[config.mk]
export PLATFORM = sky130hd
export DESIGN_NAME = spi_rx_deser
export DESIGN_NICKNAME = d
export VERILOG_FILES = /design/src/rtl/spi_rx_deser.sv
export SDC_FILE = /design/constraint.sdc
export NUM_CORES = 1
export LEC_CHECK = 0
export ABC_AREA = 1
export CAP_MARGIN = 20
export CORE_MARGIN = 3
export CORE_UTILIZATION = 47
export CTS_CLUSTER_SIZE = 28
export DETAILED_ROUTE_END_ITERATION = 12
export GPL_ROUTABILITY_DRIVEN = 0
export PLACE_DENSITY_LB_ADDON = 0.15
export SLEW_MARGIN = 20
export SYNTH_ARGS = -nofsm -noshare
export SYNTH_HDL_FRONTEND = slang
export SYNTH_SLANG_ARGS = --single-unit
[constraint.sdc]
create_clock -name i_clk -period 1.6 [get_ports i_clk]
set_input_delay 0.24 -clock i_clk [delete_from_list [all_inputs] [get_ports i_clk]]
set_output_delay 0.24 -clock i_clk [all_outputs]
set_load 0.03 [all_outputs]
[src/rtl/spi_rx_deser.sv]
// spi_rx_deser: SPI receive deserializer. Synchronizes cs_L/sclk/data into the
// system clock domain, shifts MSB-first WIDTH-bit words on each sclk rise and
// hands completed words to a single-entry valid/ready output buffer.
// Optional feature macro: SPI_RX_FRAME_ERR_EN adds o_rx_frame_err, a one-clk
// pulse when chip select rises with a partially received word.
module spi_rx_deser #(
  parameter int WIDTH       = 16,
  parameter int SYNC_STAGES = 2
) (
  input  logic             i_clk,
  input  logic             i_reset,
  input  logic             i_spi_cs_L,
  input  logic             i_spi_sclk,
  input  logic             i_spi_data,
  input  logic             i_rx_ready,
  output logic [WIDTH-1:0] o_rx_data,
  output logic             o_rx_valid,
  output logic             o_rx_overrun,
`ifdef SPI_RX_FRAME_ERR_EN
  output logic             o_rx_frame_err,
`endif
  output logic [4:0]       o_bit_count
);

  localparam logic [4:0] LAST_BIT = 5'(WIDTH - 1);

  typedef enum logic {S_IDLE, S_SHIFT} state_t;

  logic [SYNC_STAGES-1:0] r_cs_sync, r_sclk_sync, r_data_sync;
  logic                   r_sclk_d;
  state_t                 r_state, w_state_nxt;
  logic [WIDTH-1:0]       r_sr;
  logic [4:0]             r_bit_cnt;
  logic [WIDTH-1:0]       r_rx_data;
  logic                   r_rx_valid, r_rx_overrun;

  logic             w_cs_s, w_sclk_s, w_data_s;
  logic             w_rise, w_shift_en, w_word_done, w_abort, w_accept;
  logic [WIDTH-1:0] w_word;

  assign w_cs_s   = r_cs_sync[SYNC_STAGES-1];
  assign w_sclk_s = r_sclk_sync[SYNC_STAGES-1];
  assign w_data_s = r_data_sync[SYNC_STAGES-1];
  assign w_rise   = w_sclk_s & ~r_sclk_d;
  assign w_word   = {r_sr[WIDTH-2:0], w_data_s};
  assign w_accept = r_rx_valid & i_rx_ready;

  // Input synchronizers plus delayed sclk for rise detection. The cs_L chain
  // resets to the deselected level so the FSM cannot leave IDLE spuriously.
  always_ff @(posedge i_clk or posedge i_reset) begin
    if (i_reset) begin
      r_cs_sync   <= '1;
      r_sclk_sync <= '0;
      r_data_sync <= '0;
      r_sclk_d    <= 1'b0;
    end else begin
      r_cs_sync   <= {r_cs_sync[SYNC_STAGES-2:0], i_spi_cs_L};
      r_sclk_sync <= {r_sclk_sync[SYNC_STAGES-2:0], i_spi_sclk};
      r_data_sync <= {r_data_sync[SYNC_STAGES-2:0], i_spi_data};
      r_sclk_d    <= w_sclk_s;
    end
  end

  // FSM state register
  always_ff @(posedge i_clk or posedge i_reset) begin
    if (i_reset) r_state <= S_IDLE;
    else         r_state <= w_state_nxt;
  end

  // FSM next-state: select low enters SHIFT, select high returns to IDLE
  always_comb begin
    w_state_nxt = r_state;
    case (r_state)
      S_IDLE:  if (!w_cs_s) w_state_nxt = S_SHIFT;
      S_SHIFT: if (w_cs_s)  w_state_nxt = S_IDLE;
      default: w_state_nxt = S_IDLE;
    endcase
  end

  // FSM outputs: a deselect in SHIFT beats a coincident sclk rise
  always_comb begin
    w_shift_en  = 1'b0;
    w_abort     = 1'b0;
    w_word_done = 1'b0;
    if (r_state == S_SHIFT) begin
      w_abort     = w_cs_s;
      w_shift_en  = !w_cs_s && w_rise;
      w_word_done = w_shift_en && (r_bit_cnt == LAST_BIT);
    end
  end

  // Shift register and bit counter; partial words are discarded on exit
  always_ff @(posedge i_clk or posedge i_reset) begin
    if (i_reset) begin
      r_sr      <= '0;
      r_bit_cnt <= '0;
    end else if (r_state == S_IDLE || w_abort) begin
      r_sr      <= '0;
      r_bit_cnt <= '0;
    end else if (w_shift_en) begin
      r_sr      <= w_word;
      r_bit_cnt <= w_word_done ? 5'd0 : r_bit_cnt + 5'd1;
    end
  end

  // One-entry output buffer: reload on same-cycle accept, drop and flag if full
  always_ff @(posedge i_clk or posedge i_reset) begin
    if (i_reset) begin
      r_rx_data    <= '0;
      r_rx_valid   <= 1'b0;
      r_rx_overrun <= 1'b0;
    end else begin
      if (w_word_done && (!r_rx_valid || w_accept)) begin
        r_rx_data  <= w_word;
        r_rx_valid <= 1'b1;
      end else if (w_accept) begin
        r_rx_valid <= 1'b0;
      end
      if (w_word_done && r_rx_valid && !w_accept) r_rx_overrun <= 1'b1;
      else if (w_accept)                          r_rx_overrun <= 1'b0;
    end
  end

`ifdef SPI_RX_FRAME_ERR_EN
  logic r_frame_err;
  // Pulse when a frame ends with bits still pending in the shift register
  always_ff @(posedge i_clk or posedge i_reset) begin
    if (i_reset) r_frame_err <= 1'b0;
    else         r_frame_err <= w_abort && (r_bit_cnt != 5'd0);
  end
  assign o_rx_frame_err = r_frame_err;
`endif

  assign o_rx_data    = r_rx_data;
  assign o_rx_valid   = r_rx_valid;
  assign o_rx_overrun = r_rx_overrun;
  assign o_bit_count  = r_bit_cnt;

endmodule
==> summary.md <==
Setup repair after global routing could not meet its margin everywhere. The worst-case IR drop observed on VDD is 561 µV. The tools report the post-place instance area as 2210 µm². The tree is rooted in a sky130_fd_sc_hd__clkbuf_8. TritonCTS built the clock tree. Setup total negative slack on the finished layout was measured at 0 ns. The netlist uses 21 different library cells. For the final database, setup skew stands at 0.00687 ns. The share of the synthesized netlist area taken by xor and xnor gates is 0.485%, and the total area of sequential cells is 1160 µm². The tools report the met2 wire length as 1530 µm. The logs give 72.7% for the headroom to the max-slew limit and 5780 µm for the global-route wire length before repair.

The analysis attributes to cell leakage a power of 1.34 nW. In the post-route analysis, the smallest setup slack over all paths is 0.0424 ns. By area, the combinational part of the netlist is dominated by simple AND/OR/NAND/NOR gates. After detailed routing, the number of remaining DRC violations is 0.

The flow ran to the end, and the final reports show no timing, DRC or antenna violations. The synthesized instance count is 177, and the multi-input combinational cell area is 546 µm². The tools report the setup slack after placement as 0.0656 ns. The number of nets in the synthesized netlist came out at 185.

Broken down by cell family, the worst path's largest delay share belongs to buffers and inverters. The run gives 5 as the number of buffers added by the clock tree synthesis step. The final non-filler cell area was 2320 µm². The top cell types in the final layout, fill and taps aside, are sky130_fd_sc_hd__nand2_1, sky130_fd_sc_hd__dfrtp_1, sky130_fd_sc_hd__inv_1, sky130_fd_sc_hd__nand3_1, sky130_fd_sc_hd__o22ai_1. Summing every instance area after synthesis gives 1810 µm². Using the TritonRoute via totals, the vias-per-cell ratio works out to 4.85.

The longest clock path from root to sink contains 2 buffers. The port buffer count came out at 28. The count of H-tree levels built during CTS was 2; the share of cell area taken by muxes after synthesis was 0%. Traced cell by cell, the critical path runs through clkdlybuf4s50_1. The flip-flop and latch count after synthesis was 46. The number of max-slew violations in the final report came out at 0. The first detailed-routing pass took 4 iterations. Detailed placement finished with a half-perimeter wire length of 2320 µm.

The adder-cell area share of the yosys netlist was 1.39%; the area growth from synthesis to layout was 28.7%. The clock period could shrink to 1.56 ns. Fill cells in the final layout number 291. The run gives 3520 µm² as the core outline area. Across every metal layer, demand over resource in global routing totals 17.1%. The logs give 63.9% for the share of synthesized area occupied by flip-flops and latches and 642 MHz for the maximum clock frequency. The initialized floorplan defines 21 standard-cell rows.

The die is 68 µm tall. The highest metal layer used by the detailed router was met4. The run gives 0 as the max-cap check violation count.

The final setup violation count is 0, and the post-synthesis compound-gate area fraction is 6.16%. The total met3 wirelength after detailed routing is 160 µm. The run gives 46 as the number of sinks handled by clock tree synthesis. At the worst endpoint, the required time is 1.36 ns.

For the length of routed wiring on met1, the log shows 1450 µm. In this run the remaining antenna-violating nets after routing total 0. The kind of start point of the critical path is a register. After Yosys synthesis, and, or, nand and nor cells account for 20.3% of the synthesized area.

The library cell used most frequently in the layout, excluding fill and tap cells, is sky130_fd_sc_hd__nand2_1. The clock latency on the worst-skew pair is 0.30 ns. Path type of the worst min-delay path: input pin to asynchronous set/reset pin. The logs give 0 for the number of antenna violations at the first check in global routing and 4620 µm² for the die footprint. The initial utilization of the core area, before any placement, comes to 51.3%. Of the available clock period, the critical path in the final layout requires 97.4%.

The highest fanout seen on the critical path works out to 2. The category of the critical setup timing path was register to output port. STA classifies the critical path endpoint as an output port. The number of nets in the layout is 224, and the wire length per cell after detailed routing is 12.2 µm. The power density over the cells works out to 821 nW/µm². The tools report the count of endpoints failing hold in the final timing report as 0. The number of diodes added for antenna fixing was 0; the count of boundary I/O pins was 29. The final layout contains routed wiring with a total length of 3200 µm. For this design, the slowest cell found on the critical path is sky130_fd_sc_hd__clkdlybuf4s50_1. The run gives 1,284 as the via count of the first global-routing pass. The total buffers and inverters traversed by the critical path came out at 1. In this run the horizontal extent of the chip is 68 µm. Data on the critical path arrives at its endpoint at 1.32 ns. Entering global routing, the biggest net connects 24 pins. For this run, the number of Yosys warnings is 0.

For this run, the slowest stage of the critical path takes 0.67 ns. Setup slack on the worst reg-to-reg path comes out at 0.09 ns. The slew of the pin with the lowest slew margin is 0.409 ns, and the share of cells above drive strength 1 is 14.3%. In this run, the number of DRC markers left after iteration 0 of detailed routing was 67. The mean instance size in the synthesized netlist was 10.2 µm². For this run the aggregate overflow at the end of global routing stands at 0. Clock edge transition at the registers on the reported setup and hold paths: 0.08 ns. In this run, post-CTS hold repair placed 0 buffers. The total number of vias was 1,276.
power by group:
group	total, mW	switching [mW]	internal, mW
registers	1.18	0.00684	1.18
clock network	0.653	0.351	0.302
logic	0.0737	0.0496	0.0241
final cells by class:
| type | instances | share of cell area, % |
|---|---|---|
| Timing Repair Buffer | 37 | 16.4 |
| Multi-Input combinational cell | 99 | 23.5 |
| Inverter | 27 | 4.36 |
| Tap cell | 46 | 2.48 |
| Clock buffer | 6 | 3.12 |
| Clock inverter | 2 | 0.431 |
| Sequential cell | 46 | 49.7 |
worst reg2reg max path: stages, from the launching register on:
cell	delay, ns
sky130_fd_sc_hd__dfrtp_2	0.40
sky130_fd_sc_hd__ha_4	0.14
sky130_fd_sc_hd__nand2_1	0.05
sky130_fd_sc_hd__nor2_1	0.09
sky130_fd_sc_hd__ha_2	0.21
sky130_fd_sc_hd__nand3_4	0.09
sky130_fd_sc_hd__nor2_8	0.16
sky130_fd_sc_hd__buf_12	0.15
sky130_fd_sc_hd__nand2_2	0.04
sky130_fd_sc_hd__a21oi_1	0.11
through the flow:
step / hold WS, ns / power, mW / cells / util, %
floorplan: 0.244 / 1.25 / 177 / -
CTS: 0.286 / 1.94 / 263 / 64.9
finish: 0.282 / 1.91 / 263 / 66.0
detailed placement: 0.338 / 1.28 / 255 / 62.8
global placement: 0.336 / 1.28 / 255 / 62.8
global route: 0.313 / 2.00 / 263 / 66.0
routing by layer:
layer | up-vias | global-route usage, %
li1 | 639 | -
met1 | 598 | 21.8
met2 | 31 | 27.2
met3 | 8 | 4.60
met4 | 0 | 7.44
met5 | - | 0
registers in the layout, indices dropped and copies added, names as in the netlist:
register,cells
r_state,1
r_sclk_sync,2
r_sclk_d,1
r_data_sync,2
r_cs_sync,2
r_sr,15
o_rx_valid,1
o_rx_overrun,1
o_bit_count,5
o_rx_data,16
path summary, 6_finish.rpt:
path,startpoint,end,cells past startpoint
max in group asynchronous,i_reset,r_cs_sync[1],3
worst min register to register,r_sclk_sync[0],r_sclk_sync[1],0
worst min-delay path,i_reset,r_sr[2],3
worst max register to register,o_bit_count[0],o_rx_overrun,9
min in group i_clk,r_sclk_sync[0],r_sclk_sync[1],0
worst max-delay path,o_rx_data[5],o_rx_data[5],1
kinds of logic after synthesis:
kind of cell,Yosys count
DFF,46
AOI/OAI and AO/OA,19
and+or+nand+nor,77
adders and majority gates,2
buffers and inverters,32
xor gates and xnor gates,1
Yosys cell counts:
| cell type | instances | area, µm² |
|---|---|---|
| sky130_fd_sc_hd__nor2_8 | 1 | 20.0 |
| sky130_fd_sc_hd__o22ai_1 | 13 | 81.3 |
| sky130_fd_sc_hd__a21oi_1 | 1 | 5.00 |
| sky130_fd_sc_hd__nand3_1 | 18 | 90.1 |
| sky130_fd_sc_hd__nand2_2 | 2 | 12.5 |
| sky130_fd_sc_hd__nand2_4 | 2 | 22.5 |
| sky130_fd_sc_hd__o21ai_0 | 5 | 25.0 |
| sky130_fd_sc_hd__nand4_1 | 2 | 12.5 |
| sky130_fd_sc_hd__xor2_1 | 1 | 8.76 |
| sky130_fd_sc_hd__nor2_4 | 1 | 11.3 |
| sky130_fd_sc_hd__nand2_1 | 49 | 184 |
| sky130_fd_sc_hd__buf_2 | 2 | 10.0 |
| sky130_fd_sc_hd__inv_1 | 26 | 97.6 |
| sky130_fd_sc_hd__dfstp_2 | 2 | 52.6 |
| sky130_fd_sc_hd__buf_6 | 2 | 22.5 |
| sky130_fd_sc_hd__ha_1 | 2 | 25.0 |
| sky130_fd_sc_hd__dfrtp_1 | 44 | 1100 |
| sky130_fd_sc_hd__nor2_1 | 1 | 3.75 |
| sky130_fd_sc_hd__nand3_2 | 1 | 10.0 |
| sky130_fd_sc_hd__buf_4 | 1 | 7.51 |
| sky130_fd_sc_hd__inv_2 | 1 | 3.75 |
timing repair:
action | CTS | global route
pin swaps | 0 | 1
setup endpoints to repair | 6 | 27
resized for setup | 6 | 13
setup buffers | 0 | 0
Note: power is estimated with default switching activity, not from simulation.
